$ cat src/rtl/ebike_pkg.sv
// Shared constants and helpers for the e-bike motor-drive control slice.
// Holds the datapath widths, decimator lengths and every saturation limit
// used by the PID controller and its integrator.
package ebike_pkg;

   localparam int ERR_W         = 13;
   localparam int DRV_W         = 12;
   localparam int INTEG_W       = 18;
   localparam int TERM_W        = 15;
   localparam int D_W           = 9;

   localparam int DEC_BITS_FAST = 15;
   localparam int DEC_BITS_SLOW = 20;

   localparam logic [INTEG_W-1:0]    INTEG_MAX = 18'h1FFFF;
   localparam logic signed [D_W-1:0] D_MIN     = -9'sd256;
   localparam logic signed [D_W-1:0] D_MAX     = 9'sd255;
   localparam logic [DRV_W-1:0]      DRV_MAX   = 12'hFFF;

   // Widen an error sample to the width of the P/I/D sum.
   function automatic logic signed [TERM_W-1:0] sext_term(input logic signed [ERR_W-1:0] e);
      return {{(TERM_W-ERR_W){e[ERR_W-1]}}, e};
   endfunction

endpackage

$ cat src/rtl/pid_integrator.sv
// Decimated saturating accumulator for the PID I term.
// Adds the signed error into an 18-bit non-negative accumulator once per
// decimator pulse, clamping at 0 and INTEG_MAX instead of wrapping.
// Ports:
//   clk, rst_n  - clock, asynchronous active-low reset
//   dec_full    - single-cycle decimator pulse; enables one accumulation
//   clear       - synchronous clear, wins over a coincident dec_full
//   error       - signed error sample
//   integ       - accumulator value, always in 0..INTEG_MAX
module pid_integrator
   import ebike_pkg::*;
(
   input  logic                      clk,
   input  logic                      rst_n,
   input  logic                      dec_full,
   input  logic                      clear,
   input  logic signed [ERR_W-1:0]   error,
   output logic        [INTEG_W-1:0] integ
);

   logic signed [INTEG_W:0] sum;

   // One guard bit above the accumulator: the accumulator is never negative
   // and the error is at most 13 bits, so bit 18 is a true sign bit and
   // bit 17 set on a positive sum means the ceiling was crossed.
   always_comb begin
      sum = {1'b0, integ} + {{(INTEG_W+1-ERR_W){error[ERR_W-1]}}, error};
   end

   // Accumulate only on the decimator pulse; clear has priority so that a
   // rider who stops pedaling never leaves stale wind-up behind.
   always_ff @(posedge clk or negedge rst_n) begin
      if (!rst_n) begin
         integ <= '0;
      end else if (clear) begin
         integ <= '0;
      end else if (dec_full) begin
         if (sum[INTEG_W]) begin
            integ <= '0;
         end else if (sum[INTEG_W-1]) begin
            integ <= INTEG_MAX;
         end else begin
            integ <= sum[INTEG_W-1:0];
         end
      end
   end

endmodule

$ cat src/rtl/pid_ctrl.sv
// Closed-loop P + I + D motor-drive controller.
// The integrator and the derivative error history advance on a decimated
// tick; the P and D terms use the live error and the drive output is
// registered every clock.
// Ports:
//   clk, rst_n    - clock, asynchronous active-low reset
//   error         - signed current error (target minus averaged current)
//   not_pedaling  - clears integrator and error history every clock while high
//   drv_mag       - unsigned 12-bit drive magnitude, clamped to 0..0xFFF
// Parameter:
//   FAST_SIM      - 1: decimator fires every 2^15 clocks, 0: every 2^20
module pid_ctrl
   import ebike_pkg::*;
#(
   parameter bit FAST_SIM = 1'b1
) (
   input  logic                     clk,
   input  logic                     rst_n,
   input  logic signed [ERR_W-1:0]  error,
   input  logic                     not_pedaling,
   output logic        [DRV_W-1:0]  drv_mag
);

   localparam int DEC_BITS = FAST_SIM ? DEC_BITS_FAST : DEC_BITS_SLOW;

   logic [DEC_BITS_SLOW-1:0]   cnt;
   logic                       dec_full;
   logic signed [ERR_W-1:0]    hist0, hist1, hist2;
   logic [INTEG_W-1:0]         integ;
   logic signed [ERR_W:0]      d_diff;
   logic signed [D_W-1:0]      d_sat;
   logic signed [TERM_W-1:0]   p_term, i_term, d_term, sum15;

   // Free-running decimator; the all-ones low bits give a one-cycle pulse
   // per period and the counter wraps naturally at 2^20.
   always_ff @(posedge clk or negedge rst_n) begin
      if (!rst_n) begin
         cnt <= '0;
      end else begin
         cnt <= cnt + DEC_BITS_SLOW'(1);
      end
   end

   assign dec_full = &cnt[DEC_BITS-1:0];

   pid_integrator u_integ (
      .clk      (clk),
      .rst_n    (rst_n),
      .dec_full (dec_full),
      .clear    (not_pedaling),
      .error    (error),
      .integ    (integ)
   );

   // Three-deep decimated error history feeding the derivative term.
   always_ff @(posedge clk or negedge rst_n) begin
      if (!rst_n) begin
         hist0 <= '0;
         hist1 <= '0;
         hist2 <= '0;
      end else if (not_pedaling) begin
         hist0 <= '0;
         hist1 <= '0;
         hist2 <= '0;
      end else if (dec_full) begin
         hist0 <= error;
         hist1 <= hist0;
         hist2 <= hist1;
      end
   end

   // Derivative: 14 bits hold any difference of two 13-bit values, then
   // clamp to 9-bit signed. The value fits when bits 13..8 are all equal.
   always_comb begin
      d_diff = {error[ERR_W-1], error} - {hist2[ERR_W-1], hist2};
      d_sat  = d_diff[D_W-1:0];
      if (d_diff[ERR_W] && !(&d_diff[ERR_W-1:D_W-1])) begin
         d_sat = D_MIN;
      end else if (!d_diff[ERR_W] && (|d_diff[ERR_W-1:D_W-1])) begin
         d_sat = D_MAX;
      end
   end

   // Term assembly. The integrator never sets bit 17, so the shifted and
   // truncated value equals the zero-extended integ[16:4] (0..8191).
   always_comb begin
      p_term = sext_term(error);
      i_term = TERM_W'(integ >> 4);
      d_term = {{(TERM_W-D_W-1){d_sat[D_W-1]}}, d_sat, 1'b0};
      sum15  = p_term + i_term + d_term;
   end

   // Registered output clamp: negative sums give 0, anything above 12 bits
   // gives full scale.
   always_ff @(posedge clk or negedge rst_n) begin
      if (!rst_n) begin
         drv_mag <= '0;
      end else if (sum15[TERM_W-1]) begin
         drv_mag <= '0;
      end else if (|sum15[TERM_W-2:DRV_W]) begin
         drv_mag <= DRV_MAX;
      end else begin
         drv_mag <= sum15[DRV_W-1:0];
      end
   end

endmodule
$ cat config.mk
export PLATFORM = sky130hd
export DESIGN_NAME = pid_ctrl
export DESIGN_NICKNAME = d
export VERILOG_FILES = /design/src/rtl/ebike_pkg.sv /design/src/rtl/pid_integrator.sv /design/src/rtl/pid_ctrl.sv
export SDC_FILE = /design/constraint.sdc
export NUM_CORES = 1
export LEC_CHECK = 0
export CAP_MARGIN = 20
export CORE_MARGIN = 8
export CORE_UTILIZATION = 41
export DETAILED_ROUTE_END_ITERATION = 16
export GPL_TIMING_DRIVEN = 0
export PLACE_DENSITY = 0.54
export SLEW_MARGIN = 40
export SYNTH_ARGS = -nofsm -noshare
export SYNTH_HDL_FRONTEND = slang
export SYNTH_SLANG_ARGS = --single-unit
$ cat constraint.sdc
create_clock -name clk -period 8.6 [get_ports clk]
set_input_delay 1.72 -clock clk [delete_from_list [all_inputs] [get_ports clk]]
set_output_delay 1.72 -clock clk [all_outputs]
set_load 0.01 [all_outputs]
Yosys cells after proc, flatten, opt, wreduce, memory -nomap -nowiden
Index checks and enable logic that the tools add are counted.
{"block": "word_totals", "register_bits": 89, "in_bits": 16, "output_inout_bits": 12, "wordCells": 34}
{"block": "op_classes", "addsub": 5, "mux": 14, "reduce_logical": 9}
{"cell": "13-bit two-way mux", "count": 6}
{"cell": "18-bit two-way mux", "count": 3}
{"cell": "12-bit two-way mux", "count": 2}
{"cell": "20-bit by 1-bit adder with 20-bit output (second input constant)", "count": 1}
{"cell": "18-bit by 19-bit adder with 19-bit output", "count": 1}
{"cell": "9-bit two-way mux", "count": 2}
{"cell": "17-bit two-way mux", "count": 1}
{"cell": "13-bit by 15-bit adder with 15-bit output", "count": 1}
{"cell": "15-bit by 10-bit adder with 15-bit output", "count": 1}
{"cell": "15-bit AND reduction", "count": 1}
{"cell": "13-bit by 13-bit subtractor with 14-bit output", "count": 1}
{"cell": "5-bit AND reduction", "count": 1}
{"cell": "5-bit OR reduction", "count": 1}
{"cell": "1-bit logical AND", "count": 2}
{"cell": "1-bit logical NOT", "count": 2}
{"cell": "2-bit nonzero test", "count": 1}
{"cell": "2-bit OR reduction", "count": 1}

Longest topological paths before layout
Gate-level depths: netlist of the first run.
{"block": "depth", "ltp_word": 9, "depth_mapped": 24, "mapped_depth_nobuf": 23}

Cells and area by module
Synthesis of the first run repeated with hierarchy kept, for this count alone.
{"block": "unflattened", "hier_cells": 639, "hier_area_um2": 5838.1}
{"module": "pid_ctrl", "instances": 1, "cells_per_inst": 468, "area_each_um2": 4256.6, "seq_area_each_um2": 1651.6}
{"module": "pid_integrator", "instances": 1, "cells_per_inst": 171, "area_each_um2": 1581.5, "seq_area_each_um2": 425.4}

Least setup slack after synthesis of the first run
Ideal clock, no wire load.
{"block": "synth_path", "path_type": "input -> register", "from": "input port error[0]", "to": "register drv_mag[10]", "setup_time_ns": 0.128, "arrival_time_ns": 6.783, "required_ns": 8.472, "setup_slack_ns": 1.689, "stages": 24, "path_buffers": 1, "cell_sequence": "inv_1 -> ha_1 -> fa_1 -> nor2b_4 -> o31a_1 -> o21a_1 -> o311a_1 -> a311o_1 -> nor4_2 -> a21oi_2 -> o21a_1 -> fa_1 -> ha_1 -> inv_1 -> fa_1 -> and2b_1 -> o2111ai_2 -> a31oi_2 -> a31oi_1 -> mux2_1 -> or4b_1 -> o311ai_2 -> buf_6 -> a21oi_2"}
{"block": "synth_via", "elab_chain_cells": 9, "word_cells_on_any_way": 14, "classes_between": "add/sub (3); mux (4); reduce/logical (7)"}
{"element": "from (decl)", "line": "pid_ctrl.sv:19", "text": "input logic signed [ERR_W-1:0] error,"}
{"element": "13-bit by 13-bit subtractor with 14-bit output", "line": "pid_ctrl.sv:75", "text": "d_diff = {error[ERR_W-1], error} - {hist2[ERR_W-1], hist2};"}
{"element": "5-bit OR reduction, or another cell as far along", "line": "pid_ctrl.sv:79", "text": "end else if (!d_diff[ERR_W] && (|d_diff[ERR_W-1:D_W-1])) begin"}
{"element": "1-bit logical AND or 1-bit logical NOT (tied branches)", "line": "pid_ctrl.sv:79, pid_ctrl.sv:77"}
{"element": "9-bit two-way mux or 1-bit logical AND (tied branches)", "line": "pid_ctrl.sv:79, pid_ctrl.sv:77"}
{"element": "9-bit two-way mux", "line": "pid_ctrl.sv:77", "text": "if (d_diff[ERR_W] && !(&d_diff[ERR_W-1:D_W-1])) begin"}
{"element": "15-bit by 10-bit adder with 15-bit output (*)", "line": "pid_ctrl.sv:90", "text": "sum15 = p_term + i_term + d_term;"}
{"element": "2-bit OR reduction", "line": "pid_ctrl.sv:100", "text": "end else if (|sum15[TERM_W-2:DRV_W]) begin"}
{"element": "12-bit two-way mux", "line": "pid_ctrl.sv:100"}
{"element": "12-bit two-way mux (*)", "line": "pid_ctrl.sv:98", "text": "end else if (sum15[TERM_W-1]) begin"}
{"element": "to (signal assigned)", "line": "pid_ctrl.sv:103", "text": "drv_mag <= sum15[DRV_W-1:0];"}
{"element": "to (decl)", "line": "pid_ctrl.sv:21", "text": "output logic [DRV_W-1:0] drv_mag"}
Every way passes the cells marked *; elsewhere a longest branch is shown, timed or not.
A chain may end at the register's enable or synchronous reset.

Final worst setup path of the first run
{"block": "layout_path", "from": "input port error[1]", "to": "register drv_mag[2]"}
The elaborated chain is that of the path after synthesis.

==> metrics.txt, run 1 <==
clk sinks 83; required time of the critical path 8.82 ns; status complete, no violations; crit path DAT 8.01 ns; CTS tree done; mapped cell area around 6000 um2; GR Util All Layers between 15 and 20%; first-pass GRT wire length between 20000 and 25000 um; Clock Skew 0.01211 ns; RSZ-0062 raised after global routing false; most common cell in the synthesized netlist nand2_1; critical path class primary input to flop; WHS 0.4698 ns; Slew Limit Fails 0; antenna-violating nets left 0; register area share after synthesis between 30% and 40%; Post-synth EDFFs 0; fraction of registers with async set/reset 100.0%; Placed Instances 859; Worst slew margin 53.94%; IO buf count 26; Longest Clk Path Bufs 2; Multi-input gate area 3500 um2; PwrDens 159.4 nW/um2; hpwl dp 11010 um; n_diodes 0; number of synthesized register bits 83; Post-layout nets 769; Die Area between 15000 and 20000 um2; Slowest Stage Delay on Critical Path slightly above 0.6 ns; CTS root buffer clkbuf_16; Die Ht between 100 and 150 um; setup violators final 0; first-pass detailed-route iteration total 5; Initial Util 42.02%; top-area cell type share of the netlist area 35.61%; clock buffer count from CTS 9; fin cells 875; 1st-iter DRT viols 297; setup TNS 0 ns; Distinct cells, synth 67; row cnt 43; Setup crit start kind primary input; Post-CTS Setup Bufs 0; Final Instance Area 6655 um2; Mapped Cells 652; Tmin final 7.783 ns; clk_lat worst skew between 0.3 and 0.4 ns; DR vias/cell 5.288; Max-cap violations 0; CP cell instances clkdlybuf4s50_1, inv_1, fa_1, nor2b_4, o31a_1, o21a_1, o41a_1, and4_1, nor3_1, a21oi_2, o21a_1, fa_1, ha_1, inv_1, fa_1, and2b_1, o2111ai_2, a31oi_2, a31oi_1, mux2_1, or4b_1, o311ai_2, buf_6, a21oi_2; ys flop type dfrtp_1; layout cell share with drive strength beyond 1 8.058%; total congestion overflow 0; Fmax around 0.13 GHz; Fillers roughly 1300; syn_nets 731; Worst VDD drop about 0.000080 V; vias in the first global route 4514; Storage cell area 2077 um2; CTS H-tree depth 3; total number of yosys warnings 0; initial antenna violation count 0; cell taking the most area after synthesis dfrtp_1; Reg clk slew, reported paths 0.06 ns; RR Startpoint hist2[0]$_DFFE_PN0P_; Hold Startpoint cnt[5]$_DFF_PN0_; CP Max Fanout 10; Core Area 13880 um2; worst hold path type flop to flop; crit path from error[1]; Post-CTS Hold Buffers 0; DR WL/cell about 16 um; Most Frequent Cell on Critical Path fa_1; I/O pins 28; Vias 4627; commonest cells in the netlist 116 x nand2_1, 83 x dfrtp_1, 67 x a21oi_1; area delta synth->final 14.09%; pin slew with the least headroom to its limit 0.6909 ns; Total Wirelength 14390 um; post_cts resized 0; routability cong. 0.8179; largest net degree at the start of global routing 57; Final Cycle Share 90.50%; top cells by area, synth dfrtp_1 36%, ha_1 10%, nand2_1 7.5%; die width 135.3 um; P_leak between 2 and 3 nW; Mapped Avg Cell Area 8.946 um2; final hold violation count 0; Remaining DRCs 0; placed cell area 6347 um2; Max stage delay cell, worst path clkdlybuf4s50_1; critical path endpoint category flop
-- layout by cell type, fill, tap and decap left out, types with 15 or more instances in the layout --
cell type and count:
a21oi_1 67, clkbuf_1 15, clkdlybuf4s50_1 25, dfrtp_1 83, fa_1 16, ha_1 47, inv_1 42, nand2_1 116
nand3_1 16, nor2_1 40, o21a_1 16, o21ai_0 18, xnor2_1 27
-- metal layers --
metal	track usage, %	vias to the layer above	wire [um]
met4	7.218	0	380
li1	-	2347	-
met2	24.87	75	6390
met5	0	-	0
met3	2.634	26	438
met1	22.40	2179	7182
-- registers in the layout (all words and copies together) (netlist names) --
| name | cells |
|---|---|
| hist1 | 13 |
| u_integ.integ | 17 |
| cnt | 15 |
| hist2 | 13 |
| drv_mag | 12 |
| hist0 | 13 |
-- power by group --
group	switching [mW]	internal [mW]	leakage, nW
Sequential	0.00336	0.404	1.13
Clock	0.174	0.230	0.145
Combinational	0.140	0.109	1.56
Total	0.318	0.743	2.83
-- cell type report --
type | instances | area share (%)
multi-input combinational | 506 | 52.59
sequential | 83 | 31.21
timing repair buffer | 27 | 4.343
clock buffer | 9 | 3.384
tap | 180 | 3.384
inverter | 42 | 2.369
buffer | 21 | 1.485
clock inverter | 7 | 1.241
-- worst max-delay path: cells and delay by family --
| kind | cells | cell delay [ns] |
|---|---|---|
| AOI/OAI and AO/OA | 10 | 1.98 |
| adders and majority gates | 4 | 1.42 |
| buffers and inverters | 4 | 1.16 |
| muxes | 1 | 0.32 |
| and+or+nand+nor | 5 | 1.42 |
-- path summary, 6_finish.rpt --
check                                        to  slack (ns)  depth (start not counted)
max                        drv_mag[2]$_DFF_PN0_        0.82                         24
min                            cnt[5]$_DFF_PN0_        0.47                          1
max reg2reg                drv_mag[2]$_DFF_PN0_        2.53                         23
min reg2reg                    cnt[5]$_DFF_PN0_        0.47                          1
max in group asynchronous  hist2[6]$_DFFE_PN0P_        6.78                          2
min in group asynchronous     cnt[13]$_DFF_PN0_        1.24                          1
-- through the flow --
stage	util [%]	power, mW	setup WS [ns]
floorplan	-	0.5784	1.689
global placement	45.52	0.6613	0.5041
detailed placement	45.73	0.6657	0.4362
CTS	47.94	1.077	0.7721
global route	47.94	1.122	0.4357
finish	47.94	1.061	0.8172
-- kinds of logic after synthesis --
logic type                 count (synthesis)  synth area share, %
buffers and inverters                     63                4.397
adders and majority gates                 63                15.57
and+or+nand+nor                          229                17.89
AOI/OAI and AO/OA                        173                20.21
muxes                                      1               0.1930
DFF                                       83                35.61
xor gates and xnor gates                  40                6.135
(Power assumes the default switching activity.)
==> inputs of run 2 (changes only) <==
--- a/config.mk
+++ b/config.mk
@@ -11,7 +11,7 @@
 export DETAILED_ROUTE_END_ITERATION = 16
 export GPL_TIMING_DRIVEN = 0
 export PLACE_DENSITY = 0.54
-export SLEW_MARGIN = 40
+export SLEW_MARGIN = 25
 export SYNTH_ARGS = -nofsm -noshare
 export SYNTH_HDL_FRONTEND = slang
 export SYNTH_SLANG_ARGS = --single-unit
==> constraint.sdc (replaced) <==
create_clock -name clk -period 7.95 [get_ports clk]
set_input_delay 1.59 -clock clk [delete_from_list [all_inputs] [get_ports clk]]
set_output_delay 1.59 -clock clk [all_outputs]
set_load 0.01 [all_outputs]
==> metrics.txt, run 2 (synthesis gave the netlist of run 1 again) <==
status complete, no violations; IO buf count 26 (unchanged); reg2reg path depth 23 (unchanged); 1st-iter DRT viols 333 (+12%); critical path endpoint category flop; initial antenna violation count 0 (unchanged); DR WL/cell 16.45 um (about the same); Setup crit start kind primary input; Initial Util 42.02% (unchanged); Vias 4635 (+0.17%); CTS root buffer clkbuf_16; layout cell share with drive strength beyond 1 8.201% (+0.14 points); setup TNS 0 ns (unchanged); Multi-input gate area 3505 um2 (+0.14%); PwrDens 172.3 nW/um2 (+8.1%); clock buffer count from CTS 9 (unchanged); first-pass detailed-route iteration total 5 (unchanged); final hold violation count 0 (unchanged); Hold Startpoint cnt[5]$_DFF_PN0_; Worst slew margin 52.70% (-1.2 points); fin cells 875 (unchanged); Fillers 1325 (-1.7%); worst hold path type flop to flop; commonest non-fill, non-tap cell in the layout nand2_1; n_diodes 0 (unchanged); antenna-violating nets left 0 (unchanged); Die Area 18300 um2 (unchanged); Clock Skew 0.01104 ns (-0.001070 ns); area delta synth->final 14.22%; met1 Track Usage GR 22.25% (-0.16 points); CP Max Fanout 10 (unchanged); max FFs per register 17 (unchanged); largest net degree at the start of global routing 62 (+8.8%); worst hold stages 1 (unchanged); DP Worst Slack -0.09903 ns (-0.5352 ns); Largest regs u_integ.integ: 17 flops, cnt: 15 flops; Fmax 0.1301 GHz; required time of the critical path 8.17 ns (-0.65 ns); CTS tree done; Worst Hold Path EP cnt[5]$_DFF_PN0_; Placed Instances 859 (unchanged); M2 GR Usage 25.56% (+0.69 points); Slowest Stage Delay on Critical Path 0.69 ns (+0.08 ns); Most Frequent Cell on Critical Path fa_1; vias in the first global route 4543 (+0.64%); hpwl dp 10950 um (-0.54%); DR vias/cell 5.297 (+0.17%); row cnt 43 (unchanged); Reg clk slew, reported paths 0.06 ns (about the same); first-pass GRT wire length 23580 um (+0.23%); crit path buf inv count 4 (unchanged); Storage cell area 2077 um2 (unchanged); die width 135.3 um (unchanged); P_leak 2.845 nW (+0.41%); Longest Clk Path Bufs 2 (unchanged); clk_lat worst skew 0.35 ns (about the same); Max-cap violations 0 (unchanged); Final WS setup 0.2646 ns (-0.5526 ns); I/O pins 28 (unchanged); Worst VDD drop 0.00009016 V (+12%); CTS H-tree depth 3 (unchanged); WHS 0.4646 ns (-0.005214 ns); Core Area 13880 um2 (unchanged); clk sinks 83 (unchanged); routability cong. 0.8179 (unchanged); RSZ-0062 raised after global routing false; total congestion overflow 0 (unchanged); critical path class primary input to flop; Die Ht 135.3 um (unchanged); Remaining DRCs 0 (unchanged); setup violators final 0 (unchanged); GR Util All Layers 16.34% (about the same); Slew Limit Fails 0 (unchanged); Final Cycle Share 96.67%; RR Startpoint hist2[0]$_DFFE_PN0P_; grt met3 use 3.190% (+0.56 points); Tmin final around 7.7 ns; layer with the highest usage met2; Reg with most FFs u_integ.integ; Design Power 1.148 mW (+8.2%); pin slew with the least headroom to its limit 0.7095 ns (+0.01864 ns); crit path DAT 7.91 ns (-0.10 ns); most frequent cells in the layout 116 x nand2_1, 83 x dfrtp_1, 67 x a21oi_1, 47 x ha_1, 42 x inv_1; Total Wirelength 14400 um (about the same); CP top delay family compound AO/OA/AOI/OAI gates; Post-layout nets 769 (unchanged); Max stage delay cell, worst path clkdlybuf4s50_1; R2R Setup Slk 1.91 ns (-0.62 ns); reg2reg end drv_mag[2]$_DFF_PN0_
==> run 2: cell types whose count changed in the layout (fill, tap and decap cells not counted), sizes merged <==
cell / change
clkdlybuf4s50: -1
dlymetal6s2s: +1
==> run 2: worst max-delay path by stage <==
stage | start | to | slack (ns) | cells past startpoint
4_1_cts | error[1] | drv_mag[2]$_DFF_PN0_ | 0.26 | 24
3_3_place_gp | error[1] | drv_mag[11]$_DFF_PN0_ | -0.02 | 24
3_5_place_dp | error[1] | drv_mag[2]$_DFF_PN0_ | -0.1 | 24
5_1_grt | error[0] | drv_mag[2]$_DFF_PN0_ | 0.01 | 25
6_report | error[0] | drv_mag[2]$_DFF_PN0_ | 0.26 | 25
2_1_floorplan | error[0] | drv_mag[10]$_DFF_PN0_ | 1.17 | 24
==> run 2: stage by stage <==
stage	utilization (%)	instance area, um2
5_1_grt	48.00	6663
3_3_place_gp	45.52	6319
4_1_cts	47.94	6655
6_report	48.00	6663
3_5_place_dp	45.73	6347
2_1_floorplan	-	5833
==> run 2: power by group <==
group	internal [mW]	total [mW]	switching (mW)
Sequential	0.437	0.441	0.00366
Combinational	0.118	0.270	0.152
Clock	0.248	0.437	0.189
==> run 2: area by class of cell <==
type | count | share of cell area [%]
Buffer | 21 | 1.484
Clock buffer | 9 | 3.380
Multi-Input combinational cell | 506 | 52.60
Sequential cell | 83 | 31.17
Inverter | 42 | 2.366
Tap cell | 180 | 3.380
Timing Repair Buffer | 27 | 4.376
Clock inverter | 7 | 1.239
==> run 2: repair_timing <==
action                     in CTS  in global routing
setup endpoints to repair       0                 10
setup buffers                   0                  0
hold endpoints to repair        0                  0
resized for setup               0                  2
hold buffers                    0                  0
==> run 2: routing by layer <==
metal  vias up  part of all wire, %  wire length [um]
met5         -                    0                 0
met4         0                  1.6               224
met3        15                  3.6               525
met2        81                   45              6543
met1      2188                   49              7105
li1       2351                    -                 -
==> run 2: worst reg2reg max path: stages, from the launching register on <==
cell and delay (ns):
dfrtp_1 0.40, ha_1 0.21, fa_1 0.46, nor2b_4 0.14, o31a_1 0.16, o21a_1 0.20
o31ai_1 0.09, a311o_1 0.39, nor4_2 0.32, a21oi_2 0.17, o21a_1 0.23, fa_1 0.48
ha_1 0.19, inv_1 0.07, fa_1 0.41, and2b_1 0.24, o2111ai_2 0.14, a31oi_2 0.22
a31oi_1 0.16, mux2_1 0.33, or4b_1 0.48, o311ai_2 0.12, buf_6 0.22, a21oi_2 0.07
==> inputs of run 3 (changes only) <==
--- a/config.mk
+++ b/config.mk
@@ -10,7 +10,7 @@
 export CORE_UTILIZATION = 41
 export DETAILED_ROUTE_END_ITERATION = 16
 export GPL_TIMING_DRIVEN = 0
-export PLACE_DENSITY = 0.54
+export PLACE_DENSITY_LB_ADDON = 0.25
 export SLEW_MARGIN = 25
 export SYNTH_ARGS = -nofsm -noshare
 export SYNTH_HDL_FRONTEND = slang
==> metrics.txt, run 3 (synthesis gave the netlist of run 1 again) <==
status complete, no violations; RR Startpoint hist2[2]$_DFFE_PN0P_; hpwl dp 10370 um (-5.3%); P_sw 0.3257 mW (-5.3%); CP Max Fanout 10 (unchanged); area delta synth->final 13.88%; CP top delay family compound AO/OA/AOI/OAI gates; Post-CTS Hold Buffers 0 (unchanged); DR vias/cell 5.403 (+2.0%); Multi-input gate area 3511 um2 (+0.18%); Worst Hold Path EP cnt[12]$_DFF_PN0_; Fmax 0.1323 GHz (+1.7%); Die Ht 135.3 um (unchanged); clk_lat worst skew 0.35 ns (about the same); initial antenna violation count 0 (unchanged); Setup crit start kind primary input; IO buf count 26 (unchanged); PwrDens 167.5 nW/um2 (-2.8%); Slowest Stage Delay on Critical Path 0.66 ns (-0.03 ns); pin slew with the least headroom to its limit 0.6358 ns (-0.07373 ns); Longest Clk Path Bufs 2 (unchanged); critical path endpoint category flop; Largest regs u_integ.integ: 17 flops, cnt: 15 flops; most frequent cells in the layout 116 x nand2_1, 83 x dfrtp_1, 67 x a21oi_1, 47 x ha_1, 42 x inv_1; final hold violation count 0 (unchanged); reg2reg end drv_mag[10]$_DFF_PN0_; CTS tree done; Vias 4728 (+2.0%); critical path class primary input to flop; required time of the critical path 8.17 ns (about the same); RSZ-0062 raised after global routing false; CTS H-tree depth 3 (unchanged); commonest non-fill, non-tap cell in the layout nand2_1; Final Cycle Share 95.08% (-1.6 points); Tmin final 7.559 ns (-0.1263 ns); layout cell share with drive strength beyond 1 8.201% (unchanged); worst hold stages 1 (unchanged); n_diodes 0 (unchanged); Slew Limit Fails 0 (unchanged); Worst slew margin 57.48% (+4.8 points); Total Wirelength 13590 um (-5.6%); routability cong. 0.8739 (+6.8%); Reg with most FFs u_integ.integ; internal power 0.7867 mW (-2.2%); row cnt 43 (unchanged); first-pass GRT wire length 22650 um (-3.9%); Clock Skew 0.007722 ns (-0.003320 ns); sw frac 29.28% (-0.68 points); crit path DAT 7.78 ns (-0.13 ns); total congestion overflow 0 (unchanged); Post-layout nets 769 (unchanged); GR Util All Layers 15.57% (-0.77 points); Reg clk slew, reported paths 0.06 ns (about the same); Remaining DRCs 0 (unchanged); Hold Startpoint cnt[12]$_DFF_PN0_; DR WL/cell 15.53 um (-5.6%); P_leak 2.836 nW (-0.31%); max FFs per register 17 (unchanged); Max stage delay cell, worst path clkdlybuf4s50_1; clk sinks 83 (unchanged); Die Area 18300 um2 (unchanged); clock buffer count from CTS 9 (unchanged); worst hold path type flop to flop; 1st-iter DRT viols 253 (-24%); Fillers 1292 (-2.5%); setup TNS 0 ns (unchanged); Initial Util 42.02% (unchanged); Most Frequent Cell on Critical Path fa_1; Worst VDD drop 0.0001004 V (+11%); setup violators final 0 (unchanged); CTS root buffer clkbuf_16; Core Area 13880 um2 (unchanged); Max-cap violations 0 (unchanged); sequential share of power 39.7% (+1.3 points); vias in the first global route 4630 (+1.9%); antenna-violating nets left 0 (unchanged); Logic pwr share 24.2% (+0.7 points); reg2reg path depth 23 (unchanged); I/O pins 28 (unchanged); Storage cell area 2077 um2 (unchanged); first-pass detailed-route iteration total 5 (unchanged); die width 135.3 um (unchanged); largest net degree at the start of global routing 52 (-16%); crit path buf inv count 4 (unchanged); R2R Setup Slk 2.02 ns (+0.11 ns); WHS 0.4633 ns (-0.001344 ns); Clock Power Share 36.1% (-2.0 points)
[run 3: cell type report]
class / instances / share of cell area [%]
Sequential cell: 83 / 31.27
Inverter: 42 / 2.373
Buffer: 21 / 1.488
Tap cell: 180 / 3.390
Clock inverter: 4 / 0.4709
Timing Repair Buffer: 27 / 4.295
Clock buffer: 12 / 3.861
Multi-Input combinational cell: 506 / 52.85
[run 3: worst max path at each step]
stage	startpoint	end	slack, ns	cells after the start
3_5_place_dp	error[1]	drv_mag[4]$_DFF_PN0_	-0.07	24
6_report	error[0]	drv_mag[10]$_DFF_PN0_	0.39	25
3_3_place_gp	error[1]	drv_mag[11]$_DFF_PN0_	0.02	24
4_1_cts	error[1]	drv_mag[11]$_DFF_PN0_	0.30	24
2_1_floorplan	error[0]	drv_mag[10]$_DFF_PN0_	1.17	24
5_1_grt	error[0]	drv_mag[11]$_DFF_PN0_	0.06	25
[run 3: layer usage]
metal	wire length, um	GRT usage (%)	vias to the layer above
li1	-	-	2342
met1	6485	20.23	2263
met2	6140	24.57	98
met3	598	3.746	25
met4	367	5.984	0
met5	0	0	-
[run 3: timing repair]
action                                  CTS  global route
endpoints found under the setup margin    0            10
buffers inserted                          0             0
resized for setup                         0             2
[run 3: power groups by stage]
| stage | Clock [mW] | Sequential [mW] | Combinational, mW |
|---|---|---|---|
| CTS | 0.411 | 0.441 | 0.271 |
| detailed placement | 0 | 0.449 | 0.269 |
| global placement | 0 | 0.449 | 0.264 |
| finish | 0.402 | 0.441 | 0.270 |
| floorplan | 0 | 0.458 | 0.167 |
| global route | 0.428 | 0.443 | 0.299 |
[run 3: per-stage QoR]
step | utilization, % | setup WS [ns] | total power, mW | instances | cell area [um2]
4_1_cts | 47.77 | 0.3031 | 1.123 | 875 | 6631
3_5_place_dp | 45.70 | -0.06703 | 0.7187 | 859 | 6344
2_1_floorplan | - | 1.169 | 0.6257 | 652 | 5833
6_report | 47.85 | 0.3909 | 1.112 | 875 | 6643
3_3_place_gp | 45.52 | 0.02460 | 0.7127 | 858 | 6319
5_1_grt | 47.85 | 0.06259 | 1.169 | 875 | 6643
